**src/rtl/micro_hash_pkg.sv**
```systemverilog
// Shared definitions for the micro hash nonce scheduler.
//   - state_e          : scheduler FSM states
//   - HDR_W/HASH_W/... : fixed field widths of the core interface
//   - hash_meets_target: pass/fail rule applied to a core result
package micro_hash_pkg;

  localparam int unsigned HDR_W   = 96;
  localparam int unsigned HASH_W  = 24;
  localparam int unsigned TGT_W   = 8;
  localparam int unsigned ENTRY_W = 128;

  typedef enum logic [2:0] {
    IDLE    = 3'd0,
    LOAD    = 3'd1,
    RUN     = 3'd2,
    CHECK   = 3'd3,
    FOUND   = 3'd4,
    EXHAUST = 3'd5,
    ERROR   = 3'd6
  } state_e;

  // Only H0 and H1 are compared; H2 never influences the verdict.
  function automatic logic hash_meets_target(input logic [HASH_W-1:0] hash,
                                             input logic [TGT_W-1:0]  target);
    return (hash[23:16] < target) && (hash[15:8] < target);
  endfunction

endpackage

```
**src/rtl/micro_nonce_gen.sv**
```systemverilog
// Nonce counter for the scheduler.
//   i_clk/i_rst_n : clock, asynchronous active-low reset
//   i_clr         : load zero (takes priority over i_inc)
//   i_inc         : advance by one; ignored at the limit so the count never wraps
//   o_nonce       : current nonce
//   o_at_limit    : current nonce equals NONCE_LIMIT
module micro_nonce_gen #(
  parameter int unsigned        NONCE_W     = 32,
  parameter logic [NONCE_W-1:0] NONCE_LIMIT = {NONCE_W{1'b1}}
) (
  input  logic               i_clk,
  input  logic               i_rst_n,
  input  logic               i_clr,
  input  logic               i_inc,
  output logic [NONCE_W-1:0] o_nonce,
  output logic               o_at_limit
);

  logic [NONCE_W-1:0] r_nonce;
  logic               w_at_limit;

  assign w_at_limit = (r_nonce == NONCE_LIMIT);

  always_ff @(posedge i_clk or negedge i_rst_n) begin
    if (!i_rst_n) begin
      r_nonce <= '0;
    end else if (i_clr) begin
      r_nonce <= '0;
    end else if (i_inc && !w_at_limit) begin
      r_nonce <= r_nonce + 1'b1;
    end
  end

  assign o_nonce    = r_nonce;
  assign o_at_limit = w_at_limit;

endmodule

```
**src/rtl/micro_nonce_sched.sv**
```systemverilog
// Nonce-search scheduler driving the 8-bit micro hash core.
// Latches header/target on start, then walks nonces 0..NONCE_LIMIT: pulse the core with
// {header, nonce}, wait for done (bounded by TIMEOUT), test the result against target.
//   i_clk, i_rst_n        : clock, asynchronous active-low reset
//   i_start, i_abort      : search start pulse, abort level (abort wins over everything)
//   i_header, i_target    : search parameters, sampled on an accepted start
//   o_core_start          : one-cycle pulse to the core (LOAD cycle)
//   o_core_entry          : {header_q, nonce}, stable from LOAD until RUN is left
//   i_core_done/hash      : core result strobe and value
//   o_busy                : in LOAD/RUN/CHECK
//   o_found/o_exhausted/o_timeout_err : sticky terminal status
//   o_nonce_out/o_hash_out: winning nonce and hash
module micro_nonce_sched
  import micro_hash_pkg::*;
#(
  parameter int unsigned        NONCE_W     = 32,
  parameter logic [NONCE_W-1:0] NONCE_LIMIT = {NONCE_W{1'b1}},
  parameter int unsigned        TIMEOUT     = 64
) (
  input  logic                     i_clk,
  input  logic                     i_rst_n,
  input  logic                     i_start,
  input  logic                     i_abort,
  input  logic [HDR_W-1:0]         i_header,
  input  logic [TGT_W-1:0]         i_target,
  output logic                     o_core_start,
  output logic [HDR_W+NONCE_W-1:0] o_core_entry,
  input  logic                     i_core_done,
  input  logic [HASH_W-1:0]        i_core_hash,
  output logic                     o_busy,
  output logic                     o_found,
  output logic                     o_exhausted,
  output logic                     o_timeout_err,
  output logic [NONCE_W-1:0]       o_nonce_out,
  output logic [HASH_W-1:0]        o_hash_out
);

  localparam int unsigned WD_W = (TIMEOUT > 2) ? $clog2(TIMEOUT) : 1;
  // Last count value seen before the watchdog would tick to TIMEOUT-1.
  localparam logic [WD_W-1:0] WD_LAST = WD_W'(TIMEOUT - 2);

  state_e             r_state, w_state_d;
  logic [HDR_W-1:0]   r_header;
  logic [TGT_W-1:0]   r_target;
  logic [HASH_W-1:0]  r_hash;
  logic [WD_W-1:0]    r_wd;
  logic               r_core_start, r_busy, r_found, r_exhausted, r_timeout_err;
  logic [NONCE_W-1:0] r_nonce_out;
  logic [HASH_W-1:0]  r_hash_out;

  logic               w_accept, w_capture, w_store, w_nonce_inc, w_pass;
  logic [NONCE_W-1:0] w_nonce;
  logic               w_at_limit;

  micro_nonce_gen #(
    .NONCE_W     (NONCE_W),
    .NONCE_LIMIT (NONCE_LIMIT)
  ) u_nonce_gen (
    .i_clk      (i_clk),
    .i_rst_n    (i_rst_n),
    .i_clr      (w_accept),
    .i_inc      (w_nonce_inc),
    .o_nonce    (w_nonce),
    .o_at_limit (w_at_limit)
  );

  assign w_pass = hash_meets_target(r_hash, r_target);

  always_comb begin
    w_state_d   = r_state;
    w_accept    = 1'b0;
    w_capture   = 1'b0;
    w_store     = 1'b0;
    w_nonce_inc = 1'b0;
    unique case (r_state)
      IDLE, FOUND, EXHAUST, ERROR: begin
        if (i_start) begin
          w_accept  = 1'b1;
          w_state_d = LOAD;
        end
      end
      LOAD: w_state_d = RUN;
      RUN: begin
        if (i_core_done) begin
          w_capture = 1'b1;
          w_state_d = CHECK;
        end else if (r_wd == WD_LAST) begin
          w_state_d = ERROR;
        end
      end
      CHECK: begin
        if (w_pass) begin
          w_store   = 1'b1;
          w_state_d = FOUND;
        end else if (w_at_limit) begin
          w_state_d = EXHAUST;
        end else begin
          w_nonce_inc = 1'b1;
          w_state_d   = LOAD;
        end
      end
      default: w_state_d = IDLE;
    endcase
    // Abort overrides any transition and any side effect decided above.
    if (i_abort) begin
      w_state_d   = IDLE;
      w_accept    = 1'b0;
      w_capture   = 1'b0;
      w_store     = 1'b0;
      w_nonce_inc = 1'b0;
    end
  end

  always_ff @(posedge i_clk or negedge i_rst_n) begin
    if (!i_rst_n) begin
      r_state <= IDLE;
    end else begin
      r_state <= w_state_d;
    end
  end

  always_ff @(posedge i_clk or negedge i_rst_n) begin
    if (!i_rst_n) begin
      r_header <= '0;
      r_target <= '0;
      r_hash   <= '0;
      r_wd     <= '0;
    end else begin
      if (w_accept) begin
        r_header <= i_header;
        r_target <= i_target;
      end
      if (w_capture) begin
        r_hash <= i_core_hash;
      end
      if (r_state == LOAD) begin
        r_wd <= '0;
      end else if (r_state == RUN && !i_core_done) begin
        r_wd <= r_wd + 1'b1;
      end
    end
  end

  // Status outputs are registered from the next state so they align with it.
  always_ff @(posedge i_clk or negedge i_rst_n) begin
    if (!i_rst_n) begin
      r_core_start  <= 1'b0;
      r_busy        <= 1'b0;
      r_found       <= 1'b0;
      r_exhausted   <= 1'b0;
      r_timeout_err <= 1'b0;
      r_nonce_out   <= '0;
      r_hash_out    <= '0;
    end else begin
      r_core_start  <= (w_state_d == LOAD);
      r_busy        <= (w_state_d == LOAD) || (w_state_d == RUN) || (w_state_d == CHECK);
      r_found       <= (w_state_d == FOUND);
      r_exhausted   <= (w_state_d == EXHAUST);
      r_timeout_err <= (w_state_d == ERROR);
      if (w_store) begin
        r_nonce_out <= w_nonce;
        r_hash_out  <= r_hash;
      end
    end
  end

  assign o_core_start  = r_core_start;
  assign o_core_entry  = {r_header, w_nonce};
  assign o_busy        = r_busy;
  assign o_found       = r_found;
  assign o_exhausted   = r_exhausted;
  assign o_timeout_err = r_timeout_err;
  assign o_nonce_out   = r_nonce_out;
  assign o_hash_out    = r_hash_out;

endmodule

```
**config.mk**
```make
export PLATFORM = sky130hd
export DESIGN_NAME = micro_nonce_sched
export DESIGN_NICKNAME = d
export VERILOG_FILES = /design/src/rtl/micro_hash_pkg.sv /design/src/rtl/micro_nonce_gen.sv /design/src/rtl/micro_nonce_sched.sv
export SDC_FILE = /design/constraint.sdc
export NUM_CORES = 1
export LEC_CHECK = 0
export ABC_AREA = 0
export CAP_MARGIN = 25
export CORE_MARGIN = 4
export CORE_UTILIZATION = 45
export CTS_BUF_LIST = sky130_fd_sc_hd__clkbuf_2 sky130_fd_sc_hd__clkbuf_4 sky130_fd_sc_hd__clkbuf_8
export DETAILED_ROUTE_END_ITERATION = 8
export HOLD_SLACK_MARGIN = 0.12
export PLACE_DENSITY_LB_ADDON = 0.2
export SYNTH_ARGS = -nofsm -noshare
export SYNTH_HDL_FRONTEND = slang
export SYNTH_SLANG_ARGS = --single-unit
export TNS_END_PERCENT = 20
```
**constraint.sdc**
```tcl
create_clock -name i_clk -period 6.4 [get_ports i_clk]
set_clock_uncertainty 0.05 [all_clocks]
set_input_delay 1.28 -clock i_clk [delete_from_list [all_inputs] [get_ports i_clk]]
set_output_delay 1.28 -clock i_clk [all_outputs]
set_load 0.1 [all_outputs]
```
# --- Word level (Yosys, flattened, before mapping) ---
# Index checks and enable logic that the tools add are counted.
totals:
  register_bits: 230
  in_bits: 133
  output_inout_bits: 189
  word_cells: 66
classes:
  n_addsub: 2
  n_lt_le_gt_ge: 2
  eq_ne: 14
  n_mux: 24
  n_reduce_logical: 11
ops:
  columns: ["cell", "count"]
  rows:
  - ["two-way mux 32 bit", 2]
  - ["adder 32 x 1 -> 32 bit (second input constant)", 1]
  - ["== test 32 bit (second input constant)", 1]
  - ["== test 3 bit (second input constant)", 6]
  - ["two-way mux 3 bit", 6]
  - ["less-than comparator 8 bit", 2]
  - ["two-way mux 1 bit", 13]
  - ["== test 3 x 2 -> 1 bit (second input constant)", 4]
  - ["two-way mux 6 bit", 2]
  - ["case mux 3 bit (4 select lines)", 1]
  - ["adder 6 x 1 -> 6 bit (second input constant)", 1]
  - ["== test 3 x 1 -> 1 bit (second input constant)", 2]
  - ["== test 6 bit (second input constant)", 1]
  - ["nonzero test 2 bit", 2]
  - ["OR reduction 4 bit", 1]
  - ["logical AND 1 bit", 3]
  - ["zero test 3 bit", 1]
  - ["zero test 1 bit", 2]
  - ["logical OR 1 bit", 2]

# --- Longest topological paths before layout ---
logic_depth:
  depth_word: 8
  depth_mapped: 10
  mapped_depth_nobuf: 8

# --- Modules after synthesis ---
# From an unflattened synthesis, not the netlist that was laid out.
unflattened:
  cells_unflattened: 704
  area_unflattened_um2: 9840.7
modules_own_cells:
  columns: ["mod", "instances", "cells_each", "area_per_inst_um2", "seq_area_each_um2"]
  rows:
  - ["micro_nonce_sched", 1, 510, 8023.9, 4954.8]
  - ["micro_nonce_gen", 1, 194, 1816.7, 800.8]

# --- Worst setup path after synthesis ---
# Ideal clock, no wire load.
synth_timing:
  kind: "input port to flip-flop"
  from: "in i_abort"
  to: "reg u_nonce_gen.r_nonce[30], in the netlist u_nonce_gen.o_nonce[30]"
  setup_time_ns: 0.078
  arrival_ns: 3.214
  required_time_ns: 6.272
  path_slack_ns: 3.058
  path_stages: 8
  path_buffers: 2
  cell_sequence: "buf_6 nand4bb_4 or3_4 a2111o_1 a21o_1 buf_6 or3_1 a21oi_1"
synth_between:
  elab_chain_len: 3
  elab_cells_between_ends: 5
  classes_between: "3 x mux; 2 x reduce/logical"
synth_rtl:
  columns: ["item", "line", "rtl"]
  rows:
  - ["start, declared", "micro_nonce_sched.sv:23", "input logic i_abort,"]
  - ["two-way mux 1 bit", "micro_nonce_sched.sv:105", "if (i_abort) begin"]
  - ["logical AND 1 bit", "micro_nonce_gen.sv:29", "end else if (i_inc && !w_at_limit) begin"]
  - ["nonzero test 2 bit (no line)", null, null]
  - ["end signal, assigned", "micro_nonce_gen.sv:30", "r_nonce <= r_nonce + 1'b1;"]
  - ["end, declared", "micro_nonce_gen.sv:19", "logic [NONCE_W-1:0] r_nonce;"]
# Parallel ways exist; a longest one is shown, timed or not.
# A chain may end at the register's enable or synchronous reset.

# --- Final worst setup path ---
layout_timing:
  from: "reg r_target[2]"
  to: "reg r_nonce_out[23], in the netlist o_nonce_out[23]"
layout_between:
  elab_chain_len: 5
  elab_cells_between_ends: 6
  classes_between: "2 x order compare; 3 x mux; 1 x reduce/logical"
layout_rtl:
  columns: ["item", "line", "rtl"]
  rows:
  - ["start, declared", "micro_nonce_sched.sv:44", "logic [TGT_W-1:0] r_target;"]
  - ["start signal, assigned", "micro_nonce_sched.sv:131", "r_target <= i_target;"]
  - ["less-than comparator 8 bit", "micro_hash_pkg.sv:25", "return (hash[23:16] < target) && (hash[15:8] < target);"]
  - ["logical AND 1 bit (*)", "micro_hash_pkg.sv:25", null]
  - ["two-way mux 1 bit (*)", "micro_nonce_sched.sv:92", "if (w_pass) begin"]
  - ["two-way mux 1 bit (*)", "micro_nonce_sched.sv:75", "unique case (r_state)"]
  - ["two-way mux 1 bit (*)", "micro_nonce_sched.sv:105", null]
  - ["end signal, assigned", "micro_nonce_sched.sv:161", "r_nonce_out <= w_nonce;"]
  - ["end, declared", "micro_nonce_sched.sv:48", "logic [NONCE_W-1:0] r_nonce_out;"]
# Mark *: on every way between the ends. The rest lies on a longest branch, timed or not.

==> results <==
- STA classifies the critical path endpoint as a register.
- Of all flip-flops after synthesis, the portion carrying an async set or reset was 100%.
- Wire segments on met2 add up to approximately 13000 um in the final route.
- Counting tap cells, the placed design contains a total of about 1500 instances.
- The final critical path time including I/O delays and setup is 3.73 ns.
- The DRC violations left is 0.
- The share of the synthesized area in the top cell type is 59.7%.
- For the final routed database, the setup TNS stands at 0 ns.
- The worst-case register-to-register setup slack is about 2.7 ns.
- When the netlist entered floorplanning its net count stood at 1068.
- The tightest hold path in the finished design has a slack of 0.421 ns.
- The Yosys step of the flow raised 0 warnings.
- The multiplexer share of the synthesized area is 9.31%.
- The run finished with clean final reports.
- The fraction of layout cells with a size suffix above 1 is a little over an eighth.
- The power per unit of standard cell area is 437 nW/um2.
- At the pin with the least slew margin, the transition time is roughly 1.1 ns.
- Averaged over all synthesized cells, the footprint is 10.5 um2.
- The number of cells on the worst reg-to-reg path is 8.
- The maximum number of pins on one net before global-route repair is 142.
- The source of the worst hold timing path is r_header[67]$_DFFE_PN0P_.
- The static leakage is between 6 and 7 nW.
- The area used by sequential logic in the layout is 5760 um2.
- The max-slew violation total from the final report came to 0.
- The top flip-flop cell by instance count after synthesis is sky130_fd_sc_hd__dfrtp_1.
- The number of antenna violations at the first check in global routing is 0.
- After the first detailed-routing iteration, the DRC count stood at 319.
- The worst hold endpoint is r_header[67]$_DFFE_PN0P_.
- The critical path goes through inv_1 -> ha_1 -> a211oi_1 -> o21ai_0 -> a221oi_2 -> nand3_2 -> buf_4 -> mux2_2.
- Summing the areas of all compound-gate instances in the mapped netlist gives 5.98% of the synthesized area.
- The setup-violating endpoint count in the final report is 0.
- The highest signal layer in the routed design is met4.
- After clock tree synthesis, the flow added hold-fix buffers numbering 0.
- The clock sink count is 230.
- The simple-gate share of the synthesized area is 19.4%.
- In the synthesized netlist, the cells that appear most often are 328 x sky130_fd_sc_hd__nand2_1, 230 x sky130_fd_sc_hd__dfrtp_1, 78 x sky130_fd_sc_hd__mux2_2, 34 x sky130_fd_sc_hd__clkbuf_1, 30 x sky130_fd_sc_hd__a21oi_1.
- The largest single stage delay on the critical path is between 0.8 and 0.9 ns.
- For the worst setup path, the data arrival time is 4.08 ns.
- TritonCTS built the clock tree.
- Global routing used 21.9% of the available tracks across all layers.
- The final HPWL from detailed placement is 18200 um.
- The floorplan die width is ~150 um.
- The count of buffering cells on the critical path with inverters included is 2.
- The initial cell density of the core is 45.9%.
- Of all cell types, the one taking the most synthesized area is sky130_fd_sc_hd__dfrtp_1.
- The count of flip-flops with a built-in enable after synthesis is 0.
- Clock latency on the worst-skew pair, taken at its later pin, is 0.52 ns.
- At the worst endpoint, the required time is 6.75 ns.
- Measured against its own limit, the worst slew margin works out to between 20% and 30%.
- The buffer levels on the longest clock path is 3.
- The die covers around 24000 um2.
- The number of register bits inferred by synthesis is 230.
- The length of routed wiring on met1 is 10500 um.
- On the critical path, the stage with the largest delay is an instance of sky130_fd_sc_hd__nand3_2.
- The reg-to-reg endpoint is o_nonce_out[23]$_DFFE_PN0P_.
- For this block, the routed nets add up to 26500 um of wire.
- The final-stage net count is 1390.
- The family with the most delay on the worst path is compound AO/OA/AOI/OAI gates.
- In this run the remaining antenna-violating nets after routing total 0.
- For this run the aggregate overflow at the end of global routing stands at 0.
- The critical path start-end classification is reg -> reg.
- The area share of fa/ha/maj cells after synthesis is 2.31%.
- Input and output buffers added on the ports amount to 321.
- The total length of routed met3 wires is 2250 um.
- Post-CTS repair changed the size of 0 cells.
- The clock-pin slew on the worst setup and hold paths is around 0.06 ns.
- The worst hold path was traced through 2 stages.
- about 320 I/O pins were placed.
- Max-cap violations in this run came to 0.
- The count of cells in the finished layout, fillers not included, comes to 1542.
- The path type of the worst min-delay path is reg -> reg.
- In this run the number of H-tree levels came out at 2.
- The most used standard cell by instance count after synthesis is sky130_fd_sc_hd__nand2_1.
- The post-synthesis to final-layout area growth is 43.9%.
- The length of the first detailed-routing pass in iterations is 5.
- After synthesis, the largest family of logic cells by area is simple AND/OR/NAND/NOR gates.
- Setup repair after global routing left no endpoint under its margin.
- The die span in y is approximately 150 um.
- Using the TritonRoute via totals, the vias-per-cell ratio works out to 5.02.
- The worst register-to-register path begins at r_target[2]$_DFFE_PN0P_.
- The TritonCTS buffer count is 40.
- The filler cells instantiated in the layout total around 1700.
- The row count is 53.
- Synthesis produced 918 cells.
- The multi-input logic area is 3650 um2.
- The final hold violation count is 0.
- The via count of the first global-routing pass is approximately 8000.
- After layout, the worst path uses 58.2% of the clock period.
- For this run, the top clock speed supported by timing is 268 MHz.
- STA classifies the critical path startpoint as a register.
- Yosys mapped the design onto between 50 and 60 distinct sky130hd cell types.
- The detailed router placed about 7700 vias in this run.
- IR analysis of the VDD net gives a maximum drop of ~290 uV.
- The maximum fanout along the worst path is 36.
- Buffers added to address setup during post-CTS repair amount to 0.
- The clock root buffer master is sky130_fd_sc_hd__clkbuf_8.
- The sequential-to-total area share from yosys stat is 59.7%.
- After detailed routing, the average wire length per cell comes to 17.2 um.
- The xor/xnor cell area share of the yosys netlist is 0.726%.
- The cell area that synthesis handed to floorplanning was just under 10000 um2.
- The region available for standard cell placement spans 21000 um2.
- By area the synthesized netlist is led by sky130_fd_sc_hd__dfrtp_1 60%, sky130_fd_sc_hd__nand2_1 13%, sky130_fd_sc_hd__mux2_2 9.1%, sky130_fd_sc_hd__ha_1 2.2%, sky130_fd_sc_hd__a21oi_1 1.6%.
- The final weighted congestion in routability-driven placement is about 0.81.
- The first global-routing pass estimated 42600 um of wire.
==> how the worst max path moves through the flow <==
stage | start | endpoint | slack, ns | depth (start not counted)
floorplan | i_abort | u_nonce_gen.o_nonce[30]$_DFFE_PN0P_ | 3.06 | 8
finish | r_target[2]$_DFFE_PN0P_ | o_nonce_out[23]$_DFFE_PN0P_ | 2.67 | 8
detailed placement | i_abort | o_hash_out[4]$_DFFE_PN0P_ | 2.14 | 5
global route | r_hash[18]$_DFFE_PN0P_ | o_nonce_out[3]$_DFFE_PN0P_ | 2.40 | 7
CTS | r_target[7]$_DFFE_PN0P_ | o_nonce_out[5]$_DFFE_PN0P_ | 2.64 | 8
global placement | i_abort | o_nonce_out[23]$_DFFE_PN0P_ | 2.17 | 5
==> sequential cells by signal, indices dropped and copies added, names as in the netlist <==
register,flops
o_found,1
o_timeout_err,1
u_nonce_gen.o_nonce,32
o_core_start,1
o_nonce_out,32
r_target,8
r_header,96
r_hash,24
o_exhausted,1
r_wd,6
o_busy,1
r_state,3
o_hash_out,24
==> worst register-to-register path, cell delays in order, from the launching register on <==
cell and delay (ns):
sky130_fd_sc_hd__dfrtp_1 0.36, sky130_fd_sc_hd__inv_1 0.09, sky130_fd_sc_hd__ha_1 0.25, sky130_fd_sc_hd__a211oi_1 0.22
sky130_fd_sc_hd__o21ai_0 0.18, sky130_fd_sc_hd__a221oi_2 0.77, sky130_fd_sc_hd__nand3_2 0.81, sky130_fd_sc_hd__buf_4 0.54
sky130_fd_sc_hd__mux2_2 0.35
==> layout by cell type, fill, tap and decap left out, types with 3 or more instances in the layout <==
cell type,Yosys,final
sky130_fd_sc_hd__xor2_1,4,4
sky130_fd_sc_hd__nand2_1,328,328
sky130_fd_sc_hd__nand3_1,11,10
sky130_fd_sc_hd__o31ai_1,15,15
sky130_fd_sc_hd__or4_1,13,13
sky130_fd_sc_hd__clkdlybuf4s50_1,0,320
sky130_fd_sc_hd__a21oi_1,30,30
sky130_fd_sc_hd__clkbuf_4,0,17
sky130_fd_sc_hd__a31o_2,3,3
sky130_fd_sc_hd__nor2_1,22,22
sky130_fd_sc_hd__o21ai_0,23,23
sky130_fd_sc_hd__nor3_1,7,7
sky130_fd_sc_hd__inv_1,15,15
sky130_fd_sc_hd__or3_1,7,7
sky130_fd_sc_hd__dfrtp_1,230,230
sky130_fd_sc_hd__a21o_1,4,4
sky130_fd_sc_hd__ha_1,17,17
sky130_fd_sc_hd__and4_1,3,3
sky130_fd_sc_hd__mux2_2,78,78
sky130_fd_sc_hd__clkbuf_8,0,47
sky130_fd_sc_hd__buf_4,0,3
sky130_fd_sc_hd__xnor2_1,4,4
sky130_fd_sc_hd__and3_1,3,3
sky130_fd_sc_hd__clkinv_2,0,4
sky130_fd_sc_hd__nand4_1,14,14
sky130_fd_sc_hd__a2111oi_0,3,3
sky130_fd_sc_hd__and2_1,4,4
==> cell type report <==
class,instances,share of cell area [%]
multi-input combinational,627,26.3
clock inverter,4,0.144
clock buffer,64,5.58
sequential,230,41.5
tap,275,2.48
inverter,15,0.406
timing repair buffer,326,23.6
antenna,1,0.0180
==> metal layers <==
layer  global-route usage [%]  up-vias
met2                     36.5      258
met1                     26.2     3684
met3                     7.72       53
li1                         -     3739
met5                        0        -
met4                     8.41        0
==> through the flow <==
stage               instance area, um2  setup WS, ns  utilization, %  total power [W]
floorplan                         9650          3.06               -          0.00400
global placement                 13100          2.17            62.3          0.00472
detailed placement               13100          2.14            62.3          0.00476
CTS                              13900          2.64            66.0          0.00612
global route                     13900          2.40            66.0          0.00635
finish                           13900          2.67            66.0          0.00606
==> where the power goes <==
group	switching [W]	internal, W
clock network	0.000573	0.000761
logic	0.00212	0.000667
registers	0.000181	0.00176
total	0.00287	0.00319
==> logic make-up (layout without fill, tap and decap cells) <==
logic type | after synthesis | in the layout
multiplexers | 80 | 80
AND/OR/NAND/NOR | 430 | 430
XOR/XNOR | 8 | 8
AO/OA/AOI/OAI | 91 | 91
adder cells (fa/ha/maj) | 18 | 18
buffers and inverters | 61 | 409
flip-flops | 230 | 230
other | 0 | 1
(Power assumes the default switching activity.)
